[config.mk]
export PLATFORM = sky130hd
export DESIGN_NAME = regfile_wb_arbiter
export DESIGN_NICKNAME = d
export VERILOG_FILES = /design/src/rtl/regfile_wb_arbiter.sv
export SDC_FILE = /design/constraint.sdc
export NUM_CORES = 1
export LEC_CHECK = 0
export ABC_CLOCK_PERIOD_IN_PS = 3300
export CAP_MARGIN = 40
export CORE_MARGIN = 2
export CORE_UTILIZATION = 35
export DETAILED_ROUTE_END_ITERATION = 10
export MAX_ROUTING_LAYER = met4
export SLEW_MARGIN = 20
export SYNTH_ARGS = -nofsm -noshare
export SYNTH_HDL_FRONTEND = slang
export SYNTH_SLANG_ARGS = --single-unit
[constraint.sdc]
create_clock -name clk -period 3.3 [get_ports clk]
set_input_delay 0.825 -clock clk [delete_from_list [all_inputs] [get_ports clk]]
set_output_delay 0.825 -clock clk [all_outputs]
set_load 0.01 [all_outputs]
[src/rtl/regfile_wb_arbiter.sv]
// Shares the register file's single write port between pipeline writeback (port A, priority)
// and a buffered long-latency port B. Also exports a per-register pending-write scoreboard.
module regfile_wb_arbiter #(
    parameter int WIDTH        = 32,
    parameter int DEPTH        = 4,
    parameter int STARVE_LIMIT = 8
) (
    input  logic                       clk,
    input  logic                       rst,
    input  logic                       a_valid,
    output logic                       a_ready,
    input  logic [4:0]                 a_addr,
    input  logic [WIDTH-1:0]           a_data,
    input  logic                       b_valid,
    output logic                       b_ready,
    input  logic [4:0]                 b_addr,
    input  logic [WIDTH-1:0]           b_data,
    output logic                       rf_enwrite,
    output logic [4:0]                 rf_writereg,
    output logic [WIDTH-1:0]           rf_writedata,
    output logic [31:0]                busy,
    output logic [$clog2(DEPTH):0]     fifo_count
);
    localparam int PW = $clog2(DEPTH);
    localparam int CW = PW + 1;
    localparam int WW = $clog2(STARVE_LIMIT + 1);

    logic [4:0]       fifo_addr [DEPTH];
    logic [WIDTH-1:0] fifo_data [DEPTH];
    logic [DEPTH-1:0] fifo_vld;
    logic [PW-1:0]    rd_ptr;
    logic [PW-1:0]    wr_ptr;
    logic [CW-1:0]    count;
    logic [WW-1:0]    wait_cnt;

    logic starved;
    logic empty;
    logic grant_a;
    logic grant_head;
    logic enq;

    assign starved    = (wait_cnt == WW'(STARVE_LIMIT));
    assign empty      = (count == '0);
    assign a_ready    = !starved;
    assign b_ready    = (count < CW'(DEPTH));
    assign grant_a    = a_valid && !starved;
    assign grant_head = !empty && (starved || !a_valid);
    // Register-0 writes from B complete the handshake but never occupy a slot.
    assign enq        = b_valid && b_ready && (b_addr != 5'd0);
    assign fifo_count = count;

    // NOTE: the payload array is deliberately not reset; fifo_vld alone says which slots mean anything.
    always_ff @(posedge clk) begin
        if (enq) begin
            fifo_addr[wr_ptr] <= b_addr;
            fifo_data[wr_ptr] <= b_data;
        end
    end

    always_ff @(posedge clk) begin
        if (rst) begin
            fifo_vld <= '0;
            rd_ptr   <= '0;
            wr_ptr   <= '0;
            count    <= '0;
            wait_cnt <= '0;
        end else begin
            // Enqueue and dequeue never target the same slot: that would need the FIFO both empty and full.
            if (enq) begin
                fifo_vld[wr_ptr] <= 1'b1;
                wr_ptr           <= wr_ptr + PW'(1);
            end
            if (grant_head) begin
                fifo_vld[rd_ptr] <= 1'b0;
                rd_ptr           <= rd_ptr + PW'(1);
            end
            case ({enq, grant_head})
                2'b10:   count <= count + CW'(1);
                2'b01:   count <= count - CW'(1);
                default: count <= count;
            endcase
            if (grant_head || empty)
                wait_cnt <= '0;
            else if (!starved)
                wait_cnt <= wait_cnt + WW'(1);
        end
    end

    // Address/data only move on a real write, so the register-file inputs stay quiet otherwise.
    always_ff @(posedge clk) begin
        if (rst) begin
            rf_enwrite   <= 1'b0;
            rf_writereg  <= '0;
            rf_writedata <= '0;
        end else if (grant_a) begin
            rf_enwrite <= (a_addr != 5'd0);
            if (a_addr != 5'd0) begin
                rf_writereg  <= a_addr;
                rf_writedata <= a_data;
            end
        end else if (grant_head) begin
            rf_enwrite   <= 1'b1;
            rf_writereg  <= fifo_addr[rd_ptr];
            rf_writedata <= fifo_data[rd_ptr];
        end else begin
            rf_enwrite <= 1'b0;
        end
    end

    // NOTE: every variable driven in always_comb gets a default first, otherwise a latch is inferred.
    always_comb begin
        busy = '0;
        for (int i = 0; i < DEPTH; i++) begin
            if (fifo_vld[i])
                busy[fifo_addr[i]] = 1'b1;
        end
    end
endmodule

==> flow_summary.json, run 1 <==
{
  "status": "finished clean",
  "async_flop_share_pct": 0,
  "grt_start_max_net_pins": 39,
  "drc": 0,
  "clkSinkCount": 203,
  "die_area_sq_um": 26500,
  "timing.critical_path.to_type": "output port",
  "core-area_sq_um": 25000,
  "num_antenna_cells": 0,
  "powerDensity_nw_per_um2": 671,
  "ioPinCount": 153,
  "hold_viol_final": 0,
  "numCtsBuffers": 21,
  "crit_path_start_kind": "register",
  "die_y_um": 163,
  "path_max_fanout": 9,
  "path_class": "reg -> out",
  "viasPerCell": 5.37,
  "ys_warn_count": 0,
  "grt_antenna_before_repair": 0,
  "fin_tns_setup_ns": 0,
  "design_area_sq_um": 11800,
  "p_total_mw": 7.89,
  "insertion_delay_ns": 0.49,
  "syn_area_sq_um": 8830,
  "peakVddDrop_uv": 380,
  "dpl.cell_count": 1074,
  "path_clk_slew_ns": 0.06,
  "htree_levels": 1,
  "fin_ws_ns": 0.0435,
  "cp.arrival_ns": 2.43,
  "finalNonFillerCells": 1134,
  "clockBufferDepth": 3,
  "gp_congestion": 0.881,
  "drtAntennaViolNets": 0,
  "tightest_slew_ns": 0.666,
  "combPwrFrac_pct": 25.8,
  "final_cell_mix": "clkdlybuf4s50_1 (149), edfxtp_1 (148), inv_1 (54), dfxtp_1 (53), a21oi_1 (49)",
  "max_stage_delay_ns": 0.60,
  "reg2regPathDepth": 12,
  "power_frac_clock_pct": 30.5,
  "internal_power_mw": 5.74,
  "area_growth_syn_to_layout_pct": 33.1,
  "vias": 6095,
  "ys_types": 48,
  "setup_viol": 0,
  "grt_pass1_vias": 6212,
  "syn-num-nets": 703,
  "grt_usage_pct": 18.1,
  "synth_ff_type": "edfxtp_1",
  "syn-mean-instance-area_sq_um": 14.4,
  "timing.fmax_mhz": 307,
  "synth_cells": 613,
  "cp_cell_sequence": "nor3_2 > a22oi_1 > o221ai_1 > clkdlybuf4s50_1",
  "nets": 879,
  "seq_power_share_pct": 43.6,
  "hold_ws_ns": 0.511,
  "hold_path_class": "reg -> reg",
  "dpl_cell_area_sq_um": 10800,
  "cp.required_ns": 2.47,
  "initial_utilization_pct": 35.4,
  "grt_pass1_wl_um": 35900,
  "p_leak_nw": 4.08,
  "fillCellCount": 2222,
  "root_buffer": "clkbuf_16",
  "min_path_cells": 2,
  "rows": 58,
  "crit_path_top_delay_cell": "edfxtp_1",
  "p_switching_mw": 2.15,
  "synth-edff-count": 148,
  "dpl_worst_slack_ns": -0.0386,
  "p_sw_share_pct": 27.2,
  "fin_crit_sh_pct": 98.7,
  "fin_util_pct": 47.1,
  "hold_buffers": 0,
  "grt_remaining_overflow": 0,
  "dr.first_iter.drc_count": 515,
  "routed_wl_um": 23400,
  "synth.yosys.seq_area_share_pct": 62.8,
  "numPortBuffers": 152,
  "period_minus_slack_ns": 3.26,
  "dp_hpwl_um": 15800,
  "rsz0062_at_grt": "no",
  "tritoncts": "done",
  "slew-limit-headroom_pct": 55.6,
  "fp.dieW_um": 163,
  "finClkSkew_ns": 0.0153,
  "routedWlPerCell_um": 20.7,
  "firstDrtPassIters": 5,
  "layout_commonest_cell": "clkdlybuf4s50_1",
  "ys_ff_latch": 203,
  "drv_cap": 0,
  "drive_above_1_share_pct": 18.8,
  "slew_viol_final": 0
}
-- metal layers --
layer	vias to the layer above	global-route usage [%]	wire (um)
met3	53	2.01	1330
met1	3032	23.0	9810
met2	237	30.5	11700
met5	-	-	0
li1	2773	-	-
met4	0	5.79	650
-- final timing paths --
path	slack (ns)	startpoint	end
hold reg to reg	0.51	rd_ptr[1]	register
setup reg to reg	0.74	wait_cnt[0]	fifo_count[2]
hold / removal	0.51	rd_ptr[1]	register
setup / recovery	0.04	fifo_addr[3][4]	busy[3]
-- cell families after synthesis --
family | count (synthesis) | synth area share (%)
xor gates and xnor gates | 6 | 0.595
muxes | 38 | 9.55
buffers and inverters | 95 | 4.46
adders and majority gates | 12 | 1.79
and+or+nand+nor | 104 | 6.96
AOI/OAI and AO/OA | 155 | 13.9
DFF | 203 | 62.8
-- synthesized netlist by cell type, drive strengths merged, types with 2 or more instances --
master,instances,area [sq um]
xnor2,3,26.3
a22oi,9,67.6
o211ai,5,37.5
or3,5,31.3
xor2,3,26.3
and3,5,31.3
nor2,25,93.8
nand2,15,56.3
o221ai,13,114
and2,5,31.3
o21a,4,30.0
nand3b,12,90.1
clkbuf,27,103
edfxtp,148,4440
nand3,7,35.0
and3b,7,61.3
buf,13,85.1
nor3b,8,60.1
a31oi,2,12.5
or3b,6,52.6
o21ai,2,10.0
o22ai,14,87.6
mux4,37,833
and4,2,17.5
nor3,4,20.0
inv,54,203
a221o,13,130
a21oi,49,245
o221a,37,417
a32oi,2,17.5
ha,11,138
dfxtp,55,1100
nor2b,2,12.5
-- power groups by stage --
stage	clock, mW	sequential [mW]	combinational, mW
after floorplan	0	3.42	1.15
after global placement	0	3.51	1.89
after detailed placement	0	3.52	1.96
after CTS	2.46	3.46	1.99
after global routing	2.56	3.50	2.19
final	2.41	3.44	2.04
-- final cells by class --
class | instances | area, sq um | area share, %
Sequential cell | 203 | 5550 | 47.2
Timing Repair Buffer | 193 | 1930 | 16.4
Tap cell | 330 | 413 | 3.51
Inverter | 55 | 206 | 1.76
Clock inverter | 5 | 78.8 | 0.670
Multi-Input combinational cell | 315 | 2940 | 25.0
Clock buffer | 33 | 642 | 5.46
-- state kept, by name, summed over array words and instances, names as in the netlist, named ones only --
register      flops
fifo_data       128
fifo_count        3
wr_ptr            2
rd_ptr            2
rf_writedata     32
wait_cnt          4
rf_writereg       5
fifo_vld          4
fifo_addr        20
rf_enwrite        1
-- worst max-delay path: cells and delay by family (launching register included) --
kind	cells	cell delay, ns
flip-flops	1	0.60
buffers and inverters	1	0.60
AND/OR/NAND/NOR	1	0.44
AO/OA/AOI/OAI	2	0.31
-- timing repair --
action	4_1_cts	5_1_grt
setup endpoints to repair	8	18
resized for setup	3	9
setup buffers	7	14
Note: power is estimated with default switching activity, not from simulation.
==> run 2: changes to the inputs <==
Settings changed: CTS_CLUSTER_SIZE set to 20.
==> flow_summary.json, run 2 (synthesis results as in run 1) <==
{
  "timing.fmax_mhz": 306,
  "grt_remaining_overflow": 0,
  "slew_viol_final": 0,
  "ioPinCount": 153,
  "tightest_slew_ns": 0.653,
  "hold_path_class": "reg -> reg",
  "timing.critical_path.to_type": "output port",
  "drtAntennaViolNets": 0,
  "reg_top3": "fifo_data: 128 flops, rf_writedata: 32 flops, fifo_addr: 20 flops",
  "finClkSkew_ns": 0.0136,
  "num_antenna_cells": 0,
  "path_clk_slew_ns": 0.06,
  "insertion_delay_ns": 0.49,
  "root_buffer": "clkbuf_16",
  "p_total_mw": 7.87,
  "design_area_sq_um": 11800,
  "path_max_fanout": 9,
  "finalNonFillerCells": 1140,
  "regMostFlops": "fifo_data",
  "firstDrtPassIters": 5,
  "core-area_sq_um": 25000,
  "cp.arrival_ns": 2.44,
  "peakVddDrop_uv": 353,
  "grt_antenna_before_repair": 0,
  "drv_cap": 0,
  "dr.first_iter.drc_count": 552,
  "grt_pass1_vias": 6220,
  "htree_levels": 1,
  "path_class": "reg -> out",
  "area_growth_syn_to_layout_pct": 33.5,
  "clkSinkCount": 203,
  "grt_start_max_net_pins": 39,
  "p_leak_nw": 4.09,
  "initial_utilization_pct": 35.4,
  "period_minus_slack_ns": 3.27,
  "status": "finished clean",
  "dp_hpwl_um": 15800,
  "cp.required_ns": 2.47,
  "tritoncts": "done",
  "die_area_sq_um": 26500,
  "layout_commonest_cell": "clkdlybuf4s50_1",
  "worst-path-buf-inv": 1,
  "routedWlPerCell_um": 20.6,
  "worst_path_dominant_cell_family": "buffers and inverters",
  "slew-limit-headroom_pct": 56.5,
  "numPortBuffers": 152,
  "dpl_cell_area_sq_um": 10800,
  "max_stage_delay_ns": 0.60,
  "fin_tns_setup_ns": 0,
  "viasPerCell": 5.40,
  "hold_ws_ns": 0.513,
  "largest_reg_flops": 128,
  "setup_viol": 0,
  "crit_path_start_kind": "register",
  "grt_usage_pct": 18.1,
  "cp_cell_sequence": "nor3_2 > a22oi_1 > o221ai_1 > clkdlybuf4s50_1",
  "drive_above_1_share_pct": 19.1,
  "fp.dieW_um": 163,
  "nets": 885,
  "die_y_um": 163,
  "powerDensity_nw_per_um2": 668,
  "grt_pass1_wl_um": 35900,
  "dpl.cell_count": 1074,
  "routed_wl_um": 23500,
  "rsz0062_at_grt": "no",
  "hold_viol_final": 0,
  "final_cell_mix": "clkdlybuf4s50_1 (150), edfxtp_1 (148), inv_1 (54), dfxtp_1 (53), a21oi_1 (49)",
  "rows": 58,
  "numCtsBuffers": 21,
  "crit_path_top_delay_cell": "clkdlybuf4s50_1",
  "gp_congestion": 0.881,
  "vias": 6153,
  "clockBufferDepth": 3,
  "fin_crit_sh_pct": 99.1,
  "drc": 0
}
## run 2: worst paths after layout
kind              cells past startpoint            start             to  slack [ns]
hold / removal                        2        rd_ptr[1]       register        0.51
setup / recovery                      4  fifo_addr[3][3]        busy[3]        0.03
hold reg to reg                       2        rd_ptr[1]       register        0.51
setup reg to reg                     12      wait_cnt[0]  fifo_count[2]        0.75
## run 2: layout make-up
class	instances	area [sq um]
Fill cell	2218	13200
Tap cell	330	413
Clock buffer	33	632
Inverter	55	206
Sequential cell	203	5550
Clock inverter	5	78.8
Multi-Input combinational cell	315	2940
Timing Repair Buffer	199	1970
## run 2: power breakdown
part / internal [mW] / switching (mW) / total (mW)
Clock: 1.47 / 0.915 / 2.39
Combinational: 1.10 / 0.941 / 2.04
Sequential: 3.15 / 0.288 / 3.44
Total: 5.73 / 2.14 / 7.87
## run 2: what timing repair did
action,in CTS,in global routing
buffers inserted,7,20
hold endpoints to repair,0,0
hold buffers,0,0
endpoints found under the setup margin,10,19
gates resized for setup,4,6
## run 2: tightest hold or removal path: cells and delay by family (launching register included)
kind	cells	cell delay, ns
flops	1	0.33
simple gates	1	0.06
compound gates	1	0.07
## run 2: routing by layer
metal,up-vias,GRT usage (%),wire length (um)
met5,-,-,0
met2,251,30.6,11800
met3,51,2.22,1400
li1,2789,-,-
met4,0,5.75,571
met1,3062,22.8,9710
## run 2: per-stage QoR
| step | setup WS [ns] | util, % |
|---|---|---|
| CTS | 0.00512 | 46.4 |
| global placement | 0.00827 | 43.2 |
| finish | 0.0307 | 47.2 |
| detailed placement | -0.0386 | 43.3 |
| global route | 0.0182 | 47.2 |
| floorplan | 0.467 | - |
